## config.mk

```make
export PLATFORM = sky130hd
export DESIGN_NAME = mem_access_unit
export DESIGN_NICKNAME = d
export VERILOG_FILES = /design/src/rtl/mem_access_unit.sv
export SDC_FILE = /design/constraint.sdc
export NUM_CORES = 1
export LEC_CHECK = 0
export ABC_CLOCK_PERIOD_IN_PS = 2400
export BUFFER_PORTS_ARGS = -buffer_cell sky130_fd_sc_hd__buf_2
export CORE_MARGIN = 5
export CORE_UTILIZATION = 40
export DETAILED_ROUTE_END_ITERATION = 12
export PLACE_DENSITY = 0.77
export SLEW_MARGIN = 20
export SYNTH_ARGS = -nofsm -noshare
export SYNTH_HDL_FRONTEND = slang
export SYNTH_SLANG_ARGS = --single-unit
```

## constraint.sdc

```tcl
create_clock -name clk -period 2.4 [get_ports clk]
set_input_delay 0.48 -clock clk [delete_from_list [all_inputs] [get_ports clk]]
set_output_delay 0.48 -clock clk [all_outputs]
set_load 0.02 [all_outputs]
```

## src/rtl/mem_access_unit.sv

```systemverilog
// MEM-stage data-memory initiator: word/half/byte loads and stores over a req/ack word bus.
// Optional macro MEM_TRACE_EN prints one trace line per completed memory write.
module mem_access_unit #(
  parameter int ACK_TIMEOUT = 255
) (
  input  logic        clk,
  input  logic        reset,
  input  logic        cpu_req,
  input  logic        cpu_write,
  input  logic [1:0]  cpu_width,
  input  logic        cpu_extend,
  input  logic [31:0] cpu_addr,
  input  logic [31:0] cpu_wdata,
  input  logic [31:0] debug_pc,
  output logic [31:0] cpu_rdata,
  output logic        cpu_done,
  output logic        cpu_stall,
  output logic        cpu_misaligned,
  output logic        cpu_fault,
  output logic        mem_req,
  output logic        mem_we,
  output logic [31:0] mem_addr,
  output logic [31:0] mem_wdata,
  input  logic [31:0] mem_rdata,
  input  logic        mem_ack
);

  typedef enum logic [1:0] {IDLE, RD, WR, DONE} state_t;

  state_t      state, stateNext;
  logic        writeL, extendL;
  logic [1:0]  widthL, laneL;
  logic [15:0] wdataL;
  logic        memReq, misFlag, faultFlag;
  logic [15:0] wdCount;
  logic [31:0] rdataReg, memAddrReg, memWdataReg;
  logic        reqMisaligned, handshake, timeout;

  function automatic logic [31:0] loadExtract(input logic [31:0] word, input logic [1:0] width,
                                              input logic [1:0] lane, input logic extend);
    logic signed [7:0]  b;
    logic signed [15:0] h;
    logic signed [31:0] sExt;
    logic [31:0]        r;
    case (lane)
      2'd0:    b = word[7:0];
      2'd1:    b = word[15:8];
      2'd2:    b = word[23:16];
      default: b = word[31:24];
    endcase
    h = lane[1] ? word[31:16] : word[15:0];
    case (width)
      2'b10: begin
        sExt = b;
        r = extend ? sExt : {24'b0, b};
      end
      2'b01: begin
        sExt = h;
        r = extend ? sExt : {16'b0, h};
      end
      default: r = word;
    endcase
    return r;
  endfunction

  function automatic logic [31:0] storeMerge(input logic [31:0] word, input logic [1:0] width,
                                             input logic [1:0] lane, input logic [15:0] data);
    logic [31:0] r;
    r = word;
    if (width == 2'b10) begin
      case (lane)
        2'd0:    r[7:0]   = data[7:0];
        2'd1:    r[15:8]  = data[7:0];
        2'd2:    r[23:16] = data[7:0];
        default: r[31:24] = data[7:0];
      endcase
    end else if (lane[1]) begin
      r[31:16] = data;
    end else begin
      r[15:0] = data;
    end
    return r;
  endfunction

  assign reqMisaligned = (cpu_width == 2'b11) ||
                         (cpu_width == 2'b01 && cpu_addr[0]) ||
                         (cpu_width == 2'b00 && cpu_addr[1:0] != 2'b00);
  assign handshake = memReq && mem_ack;
  // Abort on the edge where the stall count would reach ACK_TIMEOUT.
  assign timeout   = (ACK_TIMEOUT != 0) && memReq && !mem_ack &&
                     (wdCount == 16'(ACK_TIMEOUT - 1));

  always_ff @(posedge clk) begin
    if (reset) state <= IDLE;
    else       state <= stateNext;
  end

  always_comb begin
    stateNext = state;
    case (state)
      IDLE: if (cpu_req) begin
        if (reqMisaligned)                stateNext = DONE;
        else if (cpu_write && cpu_width == 2'b00) stateNext = WR;
        else                              stateNext = RD;
      end
      RD:   if (handshake)    stateNext = writeL ? WR : DONE;
            else if (timeout) stateNext = DONE;
      WR:   if (handshake || timeout) stateNext = DONE;
      default: stateNext = IDLE;
    endcase
  end

  // Operand capture at accept; held until the access finishes.
  always_ff @(posedge clk) begin
    if (state == IDLE && cpu_req) begin
      writeL  <= cpu_write;
      widthL  <= cpu_width;
      extendL <= cpu_extend;
      laneL   <= cpu_addr[1:0];
      wdataL  <= cpu_wdata[15:0];
    end
  end

  always_ff @(posedge clk) begin
    if (reset) begin
      memReq      <= 1'b0;
      wdCount     <= 16'd0;
      misFlag     <= 1'b0;
      faultFlag   <= 1'b0;
      rdataReg    <= 32'd0;
      memAddrReg  <= 32'd0;
      memWdataReg <= 32'd0;
    end else begin
      case (state)
        IDLE: if (cpu_req) begin
          memAddrReg  <= {cpu_addr[31:2], 2'b00};
          memWdataReg <= cpu_wdata;
          misFlag     <= reqMisaligned;
          faultFlag   <= 1'b0;
          wdCount     <= 16'd0;
          if (reqMisaligned) rdataReg <= 32'd0;
          else               memReq   <= 1'b1;
        end
        RD, WR: begin
          if (handshake) begin
            memReq <= 1'b0;
            if (state == RD) begin
              if (writeL) begin
                memWdataReg <= storeMerge(mem_rdata, widthL, laneL, wdataL);
                wdCount     <= 16'd0;
              end else begin
                rdataReg <= loadExtract(mem_rdata, widthL, laneL, extendL);
              end
            end
          end else if (timeout) begin
            memReq    <= 1'b0;
            faultFlag <= 1'b1;
            rdataReg  <= 32'd0;
          end else if (memReq) begin
            wdCount <= wdCount + 16'd1;
          end else begin
            // Idle gap between read and write phases of a read-modify-write.
            memReq  <= 1'b1;
            wdCount <= 16'd0;
          end
        end
        default: ;
      endcase
    end
  end

  assign cpu_done       = (state == DONE);
  assign cpu_misaligned = cpu_done && misFlag;
  assign cpu_fault      = cpu_done && faultFlag;
  assign cpu_stall      = cpu_req && !cpu_done;
  assign cpu_rdata      = rdataReg;
  assign mem_req        = memReq;
  assign mem_we         = (state == WR);
  assign mem_addr       = memAddrReg;
  assign mem_wdata      = memWdataReg;

`ifdef MEM_TRACE_EN
  logic [31:0] pcL;
  always_ff @(posedge clk) begin
    if (state == IDLE && cpu_req) pcL <= debug_pc;
    if (!reset && state == WR && handshake)
      $display("%d@%h: *%h <= %h", $time, pcL, {memAddrReg[31:2], laneL}, memWdataReg);
  end
`else
  logic unusedPc;
  assign unusedPc = ^debug_pc;
`endif

endmodule

```

==> impl_metrics.py <==
metrics = {
    "yosys": {
        "ys_seq_elements": 137,
        "synth_compound_area_share_pct": 24.85,
        "synth_xor_area_share_pct": 0.6655,
        "ys_warn_count": 0,
        "synth_edf_count": 22,
        "synthAdderAreaFrac_pct": 1.521,
        "async_reset_ff_share_pct": 0,
        "avgSynthCellArea_um2": 9.014,
        "ys.flop_type": "dfxtp_1",
        "synth_area_mm2": 0.006580,
        "muxShareOfSynthArea_pct": 7.169,
        "syn_inst": 730,
        "ys_types": 61,
        "synth_top_family_by_area": "compound AO/OA/AOI/OAI gates",
        "synthSimpleGateAreaFrac_pct": 16.05,
        "seq_area_frac_synth_pct": 45.03,
    },
    "global_route": {
        "grt_util_all_layers_pct": 21.55,
        "grt_overflow": 0,
        "grt_pass1_vias": 6087,
        "grt_pass1_wl_um": 33290,
        "grt_max_degree": 56,
        "antenna_found_initial": 3,
    },
    "final_layout": {
        "instances_no_fill": 1162,
        "final_util_pct": 53.77,
        "layout.nets": 1074,
        "layout-drive-gt1-share_pct": 32.24,
        "area_growth_pct": 30.75,
    },
    "clocking": {
        "cts_buffers": 17,
        "cts_buffer_depth": 2,
        "cts.sinks": 137,
        "clockRootBuffer": "clkbuf_16",
        "cts-hold-fix-buffers": 0,
        "cts.clk_slew.worst_paths_ns": 0.06,
        "clock_latency_ns": 0.42,
        "cts_tree": "built",
        "htree_num_levels": 4,
    },
    "setup_path": {
        "start_kind": "register",
        "critPathTopFamily": "compound AO/OA/AOI/OAI gates",
        "crit_path_end_kind": "register",
        "arrival_ns": 2.68,
        "path_class": "reg2reg",
        "crit_chain": "inv_1 > ha_2 > buf_4 > and4b_1 > nand2_1 > a311o_1 > a211o_4 > o2bb2ai_1",
        "worst_path_max_delay_cell": "a311o_1",
        "critPathMaxFanout": 9,
        "max_stage_delay_ns": 0.43,
        "crit_buf_inv": 2,
        "required_ns": 2.75,
    },
    "die": {
        "die_y_um": 138.3,
        "start_util_pct": 41.12,
        "dieArea_mm2": 0.01912,
        "core-area_mm2": 0.01600,
        "row_count": 46,
        "die_w_um": 138.3,
        "ioPinCount": 238,
    },
    "placement": {
        "place_hpwl_um": 15370,
        "gp_congestion": 0.9106,
        "dp_cells": 1124,
        "io_buffers": 203,
        "preCtsSetupSlack_ns": 0.1246,
    },
    "sta": {
        "maxSlewHeadroom_pct": 53.10,
        "period_minus_slack_ns": 2.325,
        "hold_violations": 0,
        "post-route-period-util_pct": 96.90,
        "finalClockSkew_ns": 0.007244,
        "rsz0062_at_grt": "true",
        "setup_violations": 0,
        "setup_tns_ns": 0,
        "max_freq_ghz": 0.4300,
        "setup_ws_ns": 0.07452,
        "slew_violations": 0,
        "tightestPinTransition_ns": 0.7036,
    },
    "power": {
        "total_power_mw": 10.36,
        "max-vdd-ir-drop_v": 0.0009156,
        "p_per_area_mw_per_mm2": 1204,
        "p_leak_nw": 3.634,
    },
    "detailed_routing": {
        "drtPass1Iterations": 9,
        "drc_errors": 0,
        "route.final.wire_length_um": 21250,
        "wl_per_cell_um": 18.29,
        "ant_nets": 0,
        "drt-initial-drc-count": 772,
        "viasPerCell": 5.555,
        "via_count": 6455,
    },
    "flow_run": {
        "maxCapViolations": 0,
    },
    "min_path": {
        "holdCritPathClass": "in2reg",
    },
    "run_status": {
        "status": "finished clean",
    },
}
[what timing repair did]
item / in CTS / in global routing
resized for setup: 0 / 8
buffers inserted: 0 / 2
setup endpoints to repair: 0 / 15
[registers in the layout (all words and copies together) (netlist names)]
register   cells
mem_req        1
widthL         2
faultFlag      1
extendL        1
wdataL        16
laneL          2
state          2
misFlag        1
writeL         1
wdCount       16
mem_addr      30
mem_wdata     32
cpu_rdata     32
[final timing paths]
path	startpoint	to	slack, ns	cells past startpoint
max	state[1]	cpu_rdata[18]	0.07	8
min	cpu_extend	extendL	0.23	1
max reg2reg	state[1]	cpu_rdata[18]	0.07	8
min reg2reg	mem_addr[19]	mem_addr[19]	0.45	2
[per-stage QoR]
| step | hold slack, ns | cell area (um2) |
|---|---|---|
| after floorplan | 0.4539 | 6584 |
| after global placement | 0.4390 | 7886 |
| after detailed placement | 0.4414 | 7886 |
| after CTS | 0.2179 | 8534 |
| after global routing | 0.2309 | 8603 |
| final | 0.2349 | 8603 |
[layout by cell type, fill, tap and decap left out, types with 5 or more instances in the layout]
| cell type | n |
|---|---|
| o22ai_1 | 8 |
| dfxtp_1 | 113 |
| edfxtp_1 | 22 |
| buf_2 | 203 |
| mux2i_1 | 19 |
| or3_1 | 5 |
| ha_1 | 7 |
| mux2_2 | 9 |
| nand2b_1 | 10 |
| a222oi_1 | 7 |
| nor2b_1 | 12 |
| nand2_1 | 124 |
| o2bb2ai_2 | 11 |
| a21oi_1 | 72 |
| a2bb2oi_1 | 8 |
| clkbuf_16 | 19 |
| o211ai_1 | 35 |
| o2bb2ai_1 | 16 |
| o21ai_0 | 33 |
| buf_4 | 26 |
| nand3_1 | 11 |
| inv_1 | 19 |
| a211oi_1 | 8 |
| nor2_1 | 48 |
| mux4_2 | 8 |
| a311oi_1 | 9 |
[cells by family after synthesis]
logic type                 count (synthesis)
AOI/OAI and AO/OA                        233
xor gates and xnor gates                   5
adders and majority gates                  8
buffers and inverters                     73
DFF                                      137
muxes                                     36
other                                      1
and+or+nand+nor                          237
[layer usage]
metal / global-route usage (%) / vias up / wire, um
met1: 26.93 / 2966 / 8281
li1: - / 3072 / -
met4: 8.892 / 0 / 820
met3: 5.276 / 77 / 1929
met5: 0 / - / 0
met2: 35.71 / 340 / 10220
[synth_stat cells, drive strengths merged (5+ instances only)]
cell	instances	area share (%)
a211oi	8	0.91
a21oi	74	5.6
a222oi	7	1.1
a2bb2oi	8	1.1
a311oi	9	1.2
a31oi	5	0.57
buf	16	1.4
clkbuf	36	2.1
dfxtp	115	35
edfxtp	22	10
ha	8	1.5
inv	19	1.1
mux2	9	1.5
mux2i	19	2.9
mux4	8	2.7
nand2	125	7.1
nand2b	10	0.95
nand3	11	0.84
nor2	48	2.7
nor2b	12	1.1
o211ai	35	4.0
o21ai	34	2.6
o22ai	8	0.76
o2bb2ai	27	4.5
or3	5	0.48
[where the power goes]
part | internal [mW] | total (mW) | switching, mW
Clock | 1.86 | 2.88 | 1.02
Combinational | 1.61 | 4.41 | 2.81
Sequential | 2.82 | 3.07 | 0.255
[layout make-up]
type | count | area [um2]
Multi-Input combinational cell | 522 | 3382
Timing Repair Buffer | 231 | 1251
Inverter | 21 | 78.83
Sequential cell | 137 | 2965
Clock inverter | 11 | 165.2
Fill cell | 1526 | 7397
Tap cell | 216 | 270.3
Clock buffer | 21 | 483.0
Antenna cell | 3 | 7.507
Note: power is estimated with default switching activity, not from simulation.
